--- src/rtl/fp_pkg.sv ---
// ============================================================================
// Module      : fp_pkg
// Description : Shared state encoding and IEEE-754 single-precision constants
//               for the fp_pow_int datapath.
// Revision    : 1.0 - initial release
// ============================================================================
`default_nettype none

package fp_pkg;

  typedef enum logic [1:0] {
    IDLE = 2'd0,
    RUN  = 2'd1,
    FIN  = 2'd2
  } state_t;

  localparam logic [31:0] FP_ONE  = 32'h3F80_0000;
  localparam logic [31:0] FP_QNAN = 32'h7FC0_0000;
  localparam logic [31:0] FP_INF  = 32'h7F80_0000;

endpackage

`default_nettype wire

--- src/rtl/fp_mul.sv ---
// ============================================================================
// Module      : fp_mul
// Description : Combinational single-precision multiply, round-to-nearest-even,
//               denormals/underflow flushed to signed zero, overflow to infinity.
// Revision    : 1.0 - initial release
// ============================================================================
`default_nettype none

module fp_mul
  import fp_pkg::*;
(
  input  logic [31:0] i_a,
  input  logic [31:0] i_b,
  output logic [31:0] o_p,
  output logic        o_ovf
);

  logic        w_sign;
  logic [7:0]  w_ea;
  logic [7:0]  w_eb;
  logic        w_zero_in;
  logic [47:0] w_prod;
  logic        w_norm;
  logic [22:0] w_frac;
  logic        w_guard;
  logic        w_sticky;
  logic        w_up;
  logic [23:0] w_rnd;
  logic [9:0]  w_esum;
  logic [7:0]  w_eres;

  assign w_sign    = i_a[31] ^ i_b[31];
  assign w_ea      = i_a[30:23];
  assign w_eb      = i_b[30:23];
  assign w_zero_in = (w_ea == 8'd0) || (w_eb == 8'd0);
  assign w_prod    = 48'({1'b1, i_a[22:0]}) * 48'({1'b1, i_b[22:0]});

  // Product of two [1,2) significands lies in [1,4); bit 47 selects the shift.
  assign w_norm   = w_prod[47];
  assign w_frac   = w_norm ? w_prod[46:24] : w_prod[45:23];
  assign w_guard  = w_norm ? w_prod[23]    : w_prod[22];
  assign w_sticky = w_norm ? |w_prod[22:0] : |w_prod[21:0];
  assign w_up     = w_guard & (w_sticky | w_frac[0]);
  assign w_rnd    = {1'b0, w_frac} + {23'd0, w_up};

  // Biased sum ea+eb still carries one extra bias of 127.
  assign w_esum = {2'b00, w_ea} + {2'b00, w_eb} + {9'd0, w_norm} + {9'd0, w_rnd[23]};
  assign w_eres = 8'(w_esum - 10'd127);

  always_comb begin
    o_ovf = 1'b0;
    o_p   = {w_sign, 31'd0};
    if (!w_zero_in) begin
      if (w_esum >= 10'd382) begin
        o_p   = {w_sign, FP_INF[30:0]};
        o_ovf = 1'b1;
      end else if (w_esum > 10'd127) begin
        o_p = {w_sign, w_eres, w_rnd[22:0]};
      end
    end
  end

endmodule

`default_nettype wire

--- src/rtl/fp_pow_int.sv ---
// ============================================================================
// Module      : fp_pow_int
// Description : base^n for single-precision base and unsigned integer n using
//               right-to-left square-and-multiply, fixed ITER+1 cycle latency.
//               Optional macro FP_POW_SPECIAL_EN adds NaN/Inf operand handling.
// Revision    : 1.0 - initial release
// ============================================================================
`default_nettype none

module fp_pow_int
  import fp_pkg::*;
#(
  parameter int ITER = 8
) (
  input  logic            clk,
  input  logic            rst_n,
  input  logic            start,
  input  logic [31:0]     base,
  input  logic [ITER-1:0] exp,
  output logic            busy,
  output logic            done,
  output logic [31:0]     out,
  output logic            ovf
);

  localparam int CW = (ITER > 1) ? $clog2(ITER) : 1;

  state_t          r_state;
  logic [CW-1:0]   r_cnt;
  logic [31:0]     r_acc;
  logic [31:0]     r_b;
  logic [ITER-1:0] r_exp;
  logic            r_sign;
  logic            r_ovf_acc;
  logic            r_b_sat;
`ifdef FP_POW_SPECIAL_EN
  logic            r_nz;
  logic            r_nan;
  logic            r_inf;
`endif

  logic [31:0] w_acc_prod;
  logic        w_acc_ovf;
  logic [31:0] w_sq_prod;
  logic        w_sq_ovf;
  logic [31:0] w_acc_next;
  logic        w_ovf_next;
  logic [31:0] w_res;
  logic        w_res_ovf;

  fp_mul u_mul_acc (
    .i_a   (r_acc),
    .i_b   (r_b),
    .o_p   (w_acc_prod),
    .o_ovf (w_acc_ovf)
  );

  fp_mul u_mul_sq (
    .i_a   (r_b),
    .i_b   (r_b),
    .o_p   (w_sq_prod),
    .o_ovf (w_sq_ovf)
  );

  // Once the accumulator saturates it is frozen at infinity.
  assign w_acc_next = (r_exp[0] && !r_ovf_acc) ? w_acc_prod : r_acc;
  assign w_ovf_next = r_ovf_acc | (r_exp[0] & w_acc_ovf);

  always_comb begin
    w_res     = {r_sign, (w_ovf_next ? FP_INF[30:0] : w_acc_next[30:0])};
    w_res_ovf = w_ovf_next;
`ifdef FP_POW_SPECIAL_EN
    if (r_nz && r_nan) begin
      w_res     = FP_QNAN;
      w_res_ovf = 1'b0;
    end else if (r_nz && r_inf) begin
      w_res     = {r_sign, FP_INF[30:0]};
      w_res_ovf = 1'b0;
    end
`endif
  end

  always_ff @(posedge clk or negedge rst_n) begin
    if (!rst_n) begin
      r_state   <= IDLE;
      r_cnt     <= '0;
      r_acc     <= '0;
      r_b       <= '0;
      r_exp     <= '0;
      r_sign    <= 1'b0;
      r_ovf_acc <= 1'b0;
      r_b_sat   <= 1'b0;
`ifdef FP_POW_SPECIAL_EN
      r_nz      <= 1'b0;
      r_nan     <= 1'b0;
      r_inf     <= 1'b0;
`endif
      busy      <= 1'b0;
      done      <= 1'b0;
      out       <= 32'h0000_0000;
      ovf       <= 1'b0;
    end else begin
      case (r_state)
        IDLE: begin
          if (start) begin
            r_state   <= RUN;
            r_cnt     <= '0;
            r_acc     <= FP_ONE;
            r_b       <= {1'b0, base[30:0]};
            r_exp     <= exp;
            r_sign    <= base[31] & exp[0];
            r_ovf_acc <= 1'b0;
            r_b_sat   <= 1'b0;
`ifdef FP_POW_SPECIAL_EN
            r_nz      <= |exp;
            r_nan     <= (base[30:23] == 8'hFF) && (base[22:0] != 23'd0);
            r_inf     <= (base[30:23] == 8'hFF) && (base[22:0] == 23'd0);
`endif
            busy      <= 1'b1;
          end
        end
        RUN: begin
          r_acc     <= w_acc_next;
          r_ovf_acc <= w_ovf_next;
          r_b       <= (r_b_sat || w_sq_ovf) ? FP_INF : w_sq_prod;
          r_b_sat   <= r_b_sat | w_sq_ovf;
          r_exp     <= r_exp >> 1;
          r_cnt     <= r_cnt + CW'(1);
          if (r_cnt == CW'(ITER - 1)) begin
            r_state <= FIN;
            done    <= 1'b1;
            out     <= w_res;
            ovf     <= w_res_ovf;
          end
        end
        FIN: begin
          r_state <= IDLE;
          done    <= 1'b0;
          busy    <= 1'b0;
        end
        default: begin
          r_state <= IDLE;
          done    <= 1'b0;
          busy    <= 1'b0;
        end
      endcase
    end
  end

endmodule

`default_nettype wire

--- config.mk ---
export PLATFORM = sky130hd
export DESIGN_NAME = fp_pow_int
export DESIGN_NICKNAME = d
export VERILOG_FILES = /design/src/rtl/fp_pkg.sv /design/src/rtl/fp_mul.sv /design/src/rtl/fp_pow_int.sv
export SDC_FILE = /design/constraint.sdc
export NUM_CORES = 2
export LEC_CHECK = 0
export ABC_AREA = 1
export ABC_CLOCK_PERIOD_IN_PS = 10300
export BUFFER_PORTS_ARGS = -buffer_cell sky130_fd_sc_hd__buf_2
export CORE_ASPECT_RATIO = 1.5
export CORE_MARGIN = 2
export CORE_UTILIZATION = 60
export CTS_BUF_LIST = sky130_fd_sc_hd__clkbuf_8
export DETAILED_ROUTE_END_ITERATION = 7
export GPL_ROUTABILITY_DRIVEN = 0
export PLACE_DENSITY = 0.77
export SYNTH_ARGS = -nofsm -noshare
export SYNTH_HDL_FRONTEND = slang
export SYNTH_SLANG_ARGS = --single-unit
--- constraint.sdc ---
create_clock -name clk -period 10.3 [get_ports clk]
set_input_delay 2.06 -clock clk [delete_from_list [all_inputs] [get_ports clk]]
set_output_delay 2.06 -clock clk [all_outputs]
set_load 0.02 [all_outputs]
# Word level (Yosys, flattened, before mapping)
# Index checks and enable logic that the tools add are counted.
[word_totals] register_bits=115 rom_bits=0 mem_count=0 ramBits=0 latch_bits=0 elab_cells=102
[op_classes] n_lt_le_gt_ge=4 bitwise=11 mux=37 div=0 multipliers=2 shift=0 addsub=11 reduce_logical=19 eq_ne=5
[op_table] op="two-way mux 32 bit" n=6
[op_table] op="two-way mux 31 bit" n=5
[op_table] op="case mux 32 bit (2 select lines)" n=2
[op_table] op="multiplier 24 x 24 -> 48 bit" n=2
[op_table] op="adder 23 x 1 -> 24 bit" n=2
[op_table] op="two-way mux 23 bit" n=2
[op_table] op="OR reduction 23 bit" n=2
[op_table] op="OR reduction 22 bit" n=2
[op_table] op="adder 10 x 1 -> 10 bit" n=4
[op_table] op=">= comparator 10 x 9 -> 1 bit, second input constant" n=2
[op_table] op="greater-than comparator 10 x 7 -> 1 bit, second input constant" n=2
[op_table] op="adder 8 x 8 -> 9 bit" n=2
[op_table] op="logical NOT 8 bit" n=2
[op_table] op="case mux 8 bit (2 select lines)" n=1
[op_table] op="subtractor 8 x 7 -> 8 bit, second input constant" n=2
[op_table] op="AND reduction 2 bit" n=6
[op_table] op="two-way mux 1 bit" n=11
[op_table] op="two-way mux 8 bit" n=1
[op_table] op="case mux 1 bit (2 select lines)" n=4
[op_table] op="!= test 2 bit, second input constant" n=3
[op_table] op="case mux 3 bit (2 select lines)" n=1
[op_table] op="bitwise AND 1 bit" n=4
[op_table] op="two-way mux 2 bit" n=2
[op_table] op="bitwise OR 1 bit" n=4
[op_table] op="other kinds (13)" n=15

# Logic depth before layout (Yosys ltp)
[depth] depth_word=13 ltp_mapped=58 mapped_depth_nobuf=54

# Modules after synthesis
# A second synthesis with hierarchy kept.
[unflattened] hier_cells=7263 area_unflattened_um2=50846.3
[modules_own_cells] mod="fp_mul (u_mul_sq)" area_each_um2=23000.8 cells_per_inst=3331 seq_area_each_um2=0.0 instances=1
[modules_own_cells] mod="fp_mul (u_mul_acc)" area_each_um2=22485.3 cells_per_inst=3226 seq_area_each_um2=0.0 instances=1
[modules_own_cells] mod="fp_pow_int" area_each_um2=5360.1 cells_per_inst=706 seq_area_each_um2=2877.8 instances=1

# Least setup slack after synthesis
# No wires, ideal clock.
[synth_path] path_kind="reg-to-reg" from="register r_b[11]" to="register r_b[10]" path_stages_with_launch=49 setup_ns=0.138 t_arrival_ns=8.973 required_ns=10.162 path_slack_ns=1.188 path_buffers=4 synth_period_minus_slack_ns=9.112 path_cell_list="dfrtp_1 -> clkbuf_1 -> buf_1 -> nand2_1 -> fa_1 -> inv_1 -> fa_1 -> inv_1 -> fa_1 -> inv_1 -> fa_1 -> inv_1 -> fa_1 -> inv_1 -> fa_1 -> inv_1 -> fa_1 -> inv_1 -> [13 not listed] -> nand2_1 -> nor2_2 -> nand3_1 -> nor3_1 -> ha_1 -> ha_1 -> nand4_1 -> nor3_1 -> inv_1 -> nor4_1 -> nor2_1 -> nor2_1 -> nor2_1 -> nand2_1 -> inv_2 -> buf_4 -> nand3_1 -> a22oi_1"
[synth_between] elab_chain_cells=13 word_cells_on_any_way=21 classes_between="add/sub (3); mul (1); order compare (2); mux (10); bitwise (2); reduce/logical (3)"
[synth_lines] element="start, declared" line_no="fp_pow_int.sv:31" rtl="logic [31:0] r_b;"
[synth_lines] element="start signal, assigned" line_no="fp_pow_int.sv:109" rtl="r_b <= {1'b0, base[30:0]};"
[synth_lines] element="start signal, assigned" line_no="fp_pow_int.sv:125" rtl="r_b <= (r_b_sat || w_sq_ovf) ? FP_INF : w_sq_prod;"
[synth_lines] element="multiplier 24 x 24 -> 48 bit *" line_no="fp_mul.sv:36" rtl="assign w_prod = 48'({1'b1, i_a[22:0]}) * 48'({1'b1, i_b[22:0]});"
[synth_lines] element="OR reduction 23 bit or OR reduction 22 bit (tied branches)" line_no="fp_mul.sv:42" rtl="assign w_sticky = w_norm ? |w_prod[22:0] : |w_prod[21:0];"
[synth_lines] element="two-way mux 1 bit" line_no="fp_mul.sv:42"
[synth_lines] element="bitwise OR 1 bit" line_no="fp_mul.sv:43" rtl="assign w_up = w_guard & (w_sticky | w_frac[0]);"
[synth_lines] element="bitwise AND 1 bit" line_no="fp_mul.sv:43"
[synth_lines] element="adder 23 x 1 -> 24 bit" line_no="fp_mul.sv:44" rtl="assign w_rnd = {1'b0, w_frac} + {23'd0, w_up};"
[synth_lines] element="adder 10 x 1 -> 10 bit" line_no="fp_mul.sv:47" rtl="assign w_esum = {2'b00, w_ea} + {2'b00, w_eb} + {9'd0, w_norm} + {9'd0, w_rnd[23]};"
[synth_lines] element="greater-than comparator 10 x 7 -> 1 bit or >= comparator 10 x 9 -> 1 bit (tied branches)" line_no="fp_mul.sv:57, fp_mul.sv:54"
[synth_lines] element="two-way mux 31 bit or two-way mux 1 bit (tied branches)" line_no="fp_mul.sv:57, fp_mul.sv:54"
[synth_lines] element="two-way mux 32 bit or two-way mux 1 bit (tied branches)" line_no="fp_mul.sv:54, fp_mul.sv:53"
[synth_lines] element="two-way mux 32 bit or logical OR 1 bit (tied branches)" line_no="fp_mul.sv:53, fp_pow_int.sv:125"
[synth_lines] element="two-way mux 32 bit *" line_no="fp_pow_int.sv:125"
[synth_lines] element="case mux 32 bit (2 select lines) *" line_no="fp_pow_int.sv:103" rtl="case (r_state)"
# Every way passes the cells marked *; elsewhere a longest branch is shown, timed or not.
# A chain may end at the register's enable or synchronous reset.

# Worst setup path in the final report
[layout_path] from="register r_b[2]" to="register r_b[7]"
# The elaborated chain is that of the path after synthesis.

==> results by group <==
Outcome
  • Status: finished, violations left
  • Failing checks: DRC

Worst setup path
  • CP max stage cell: dfrtp_4
  • Worst endpoint required time: 10.63 ns
  • Worst stage delay on the critical path: a little under 0.6 ns
  • R2R Path Start: r_b[2]
  • Arrival time at the worst endpoint: about 10 ns
  • R2R Setup Slk: 0.51 ns
  • Crit start category: flip-flop
  • Worst reg2reg endpoint: r_b[7]
  • Critical path class: reg2reg
  • FF-to-FF path depth: 45
  • Crit path buffers/inverters: 10
  • CP most frequent cell: nand2_1
  • Worst path top cell family by delay: adder cells
  • Crit path max fanout: 12
  • Crit. End Element: flip-flop

Clock network
  • CTS tree: built
  • Clk slew on worst S/H paths: approximately 0.090 ns
  • Clk sinks: 113
  • Number of CTS-inserted buffers: 17
  • Clk_lat worst skew: roughly 0.48 ns
  • Max H-tree Level: 4
  • CTS max path bufs: 2
  • Root buffer cell: clkbuf_8

Global routing
  • First-pass GRT wire length: 220,000 um
  • GR Overflow Total: 0
  • Vias in the first global route: 43,700
  • Largest net degree at the start of global routing: 65
  • All-layer global routing usage: 35.1%
  • Initial antenna violation count: 1

Cells and area
  • Final net count: 7,907
  • Area delta synth->final: 6.23%
  • Final core utilization: ~64%
  • Storage element area: about 2900 um^2
  • Area of the multi-input gates: ~36,000 um^2
  • Fin area: 49,900 um^2
  • Ratio of cells with drive above 1 in the final layout: 7.19%
  • Finished Layout Cells: 7,614
  • Number of fillers in the final layout: 6,716

Synthesis
  • #FFs+latches synth: 113
  • Sequential share of the synthesized area: 6.02%
  • Post-synth net total: 7,857
  • Post-Syn Area: 46,900 um^2
  • Ys Warns: 0
  • Area leader, netlist: fa_1
  • Asr flop ratio synth: 100%
  • Most common cell in the netlist: inv_1
  • Average size of a mapped cell: about 7.2 um^2
  • Synth top cells by count: inv_1 (1,962), nand2_1 (1,941), fa_1 (907)
  • Mapped Cells: 6,533
  • Area contributors post-synth: fa_1 (39%), inv_1 (16%), nand2_1 (16%), ha_1 (10%), dfrtp_1 (6.0%)
  • Yosys top cell area share: around two fifths
  • Post-synth EDFFs: 0
  • Most used DFF post-synth: dfrtp_1
  • Netlist cell types: 59

Timing
  • Final Cycle Share: between 90% and 100%
  • Post-layout min period: just under 10 ns
  • Setup violations, final: 0
  • Slew headroom: 18.7%
  • Max Slew Vio Count: 0
  • Setup ws final: 0.509 ns
  • Worst slew pin tran: 1.22 ns
  • Peak Freq: 102 MHz
  • Skew final: 0.0254 ns
  • Hold Fails Final Rpt: 0

Placement
  • Placed insts: 7,555
  • Pre-CTS setup slack: 0.311 ns
  • Placed Area: a little under 50,000 um^2
  • IO Port Bufs: 77
  • Hpwl dp: 113,000 um

Routing
  • DR vias/cell: 5.37
  • DRC: 8
  • Drt total wl: 136,000 um
  • DRT antenna net count: 0
  • DR WL/cell: roughly 18 um
  • Vias: 40,900
  • First drt pass iteration count: 8
  • DRT iter0 DRCs: 3,076

Floorplanning
  • Core Rows: 125
  • Initial core utilization: just over 60%
  • Die height: 347 um
  • Die Wd: between 200 and 250 um
  • DIE AREA: 80,500 um^2
  • CORE AREA: 77,400 um^2
  • Io pins: 78

Min path
  • Worst hold-check path type: reg2reg
  • Hold Crit Depth: 2
  • Worst hold start: out[3]
  • Hold Path End: out[3]

Flow run
  • Max-cap violations: 0
==> registers in the layout, summed over array words and instances (netlist names), 2 cells and up <==
signal,flops
r_cnt,3
r_state,2
out,32
r_b,31
r_acc,31
r_exp,8
==> repair_timing <==
action                                  4_1_cts  5_1_grt
resized for setup                             0       59
endpoints found under the setup margin        0       94
setup buffers                                 0       25
hold buffers                                  0        0
==> kinds of logic (layout without fill, tap and decap cells) <==
| group | Yosys count | after routing | synth area share, % |
|---|---|---|---|
| buffers and inverters | 2203 | 2266 | 17.8 |
| and+or+nand+nor | 2578 | 2578 | 22.6 |
| DFF | 113 | 113 | 6.02 |
| adders and majority gates | 1281 | 1281 | 48.6 |
| xor gates and xnor gates | 69 | 69 | 1.30 |
| AOI/OAI and AO/OA | 289 | 289 | 3.59 |
| other | 0 | 2 | 0 |
==> area by class of cell <==
cell class                      count  share of cell area, %
Multi-Input combinational cell   4217                   71.8
Inverter                         1981                   14.9
Sequential cell                   113                   5.85
Timing Repair Buffer              253                   4.01
Tap cell                         1016                   2.55
Clock buffer                       17                  0.469
Clock inverter                     15                  0.346
Antenna cell                        2                 0.0100
==> metal layers <==
layer / global-route usage [%] / wire [um]
met5: 0 / 0
met4: 25.9 / 13200
met2: 62.5 / 68700
met3: 4.27 / 8830
met1: 37.8 / 45200
==> worst min-delay path: stages (launching register included) <==
cell     delay, ns
dfrtp_1       0.35
nand2_1       0.05
nand2_1       0.05
==> worst max path at each step <==
stage | slack, ns | start | cells after the start | end
2_1_floorplan | 1.19 | r_b[11] | 48 | r_b[10]
3_3_place_gp | 0.56 | r_b[16] | 49 | r_acc[7]
3_5_place_dp | 0.31 | r_b[5] | 49 | r_acc[8]
4_1_cts | 0.29 | r_b[5] | 49 | r_acc[8]
5_1_grt | -0.03 | r_b[5] | 48 | r_b[4]
6_report | 0.51 | r_b[2] | 45 | r_b[7]
==> per-stage QoR <==
step | hold WS, ns | setup TNS, ns
floorplan | 0.438 | 0
global placement | 0.461 | 0
detailed placement | 0.460 | 0
CTS | 0.482 | 0
global route | 0.511 | -0.0469
finish | 0.481 | 0
==> placed cells by master (no fill, tap or decap), types with 16 or more instances in the layout <==
cell | netlist | final
xor2_1 | 41 | 41
buf_12 | 1 | 18
nor3_1 | 18 | 16
nand2_1 | 1941 | 1941
a21oi_1 | 96 | 96
ha_1 | 374 | 374
xnor2_1 | 27 | 27
dfrtp_1 | 113 | 77
buf_4 | 3 | 147
inv_1 | 1962 | 1962
nand3_1 | 213 | 210
buf_2 | 7 | 76
fa_1 | 907 | 906
dfrtp_4 | 0 | 18
nor2_1 | 227 | 222
dfrtp_2 | 0 | 18
o21ai_1 | 14 | 16
o211ai_1 | 16 | 16
nand4_1 | 40 | 40
o21ai_0 | 95 | 93
clkbuf_8 | 0 | 17
nand2_2 | 42 | 41
nor2_2 | 31 | 33
Power is not shown: default switching activity piles up to over one toggle a cycle in this logic, so the estimate is an artifact.
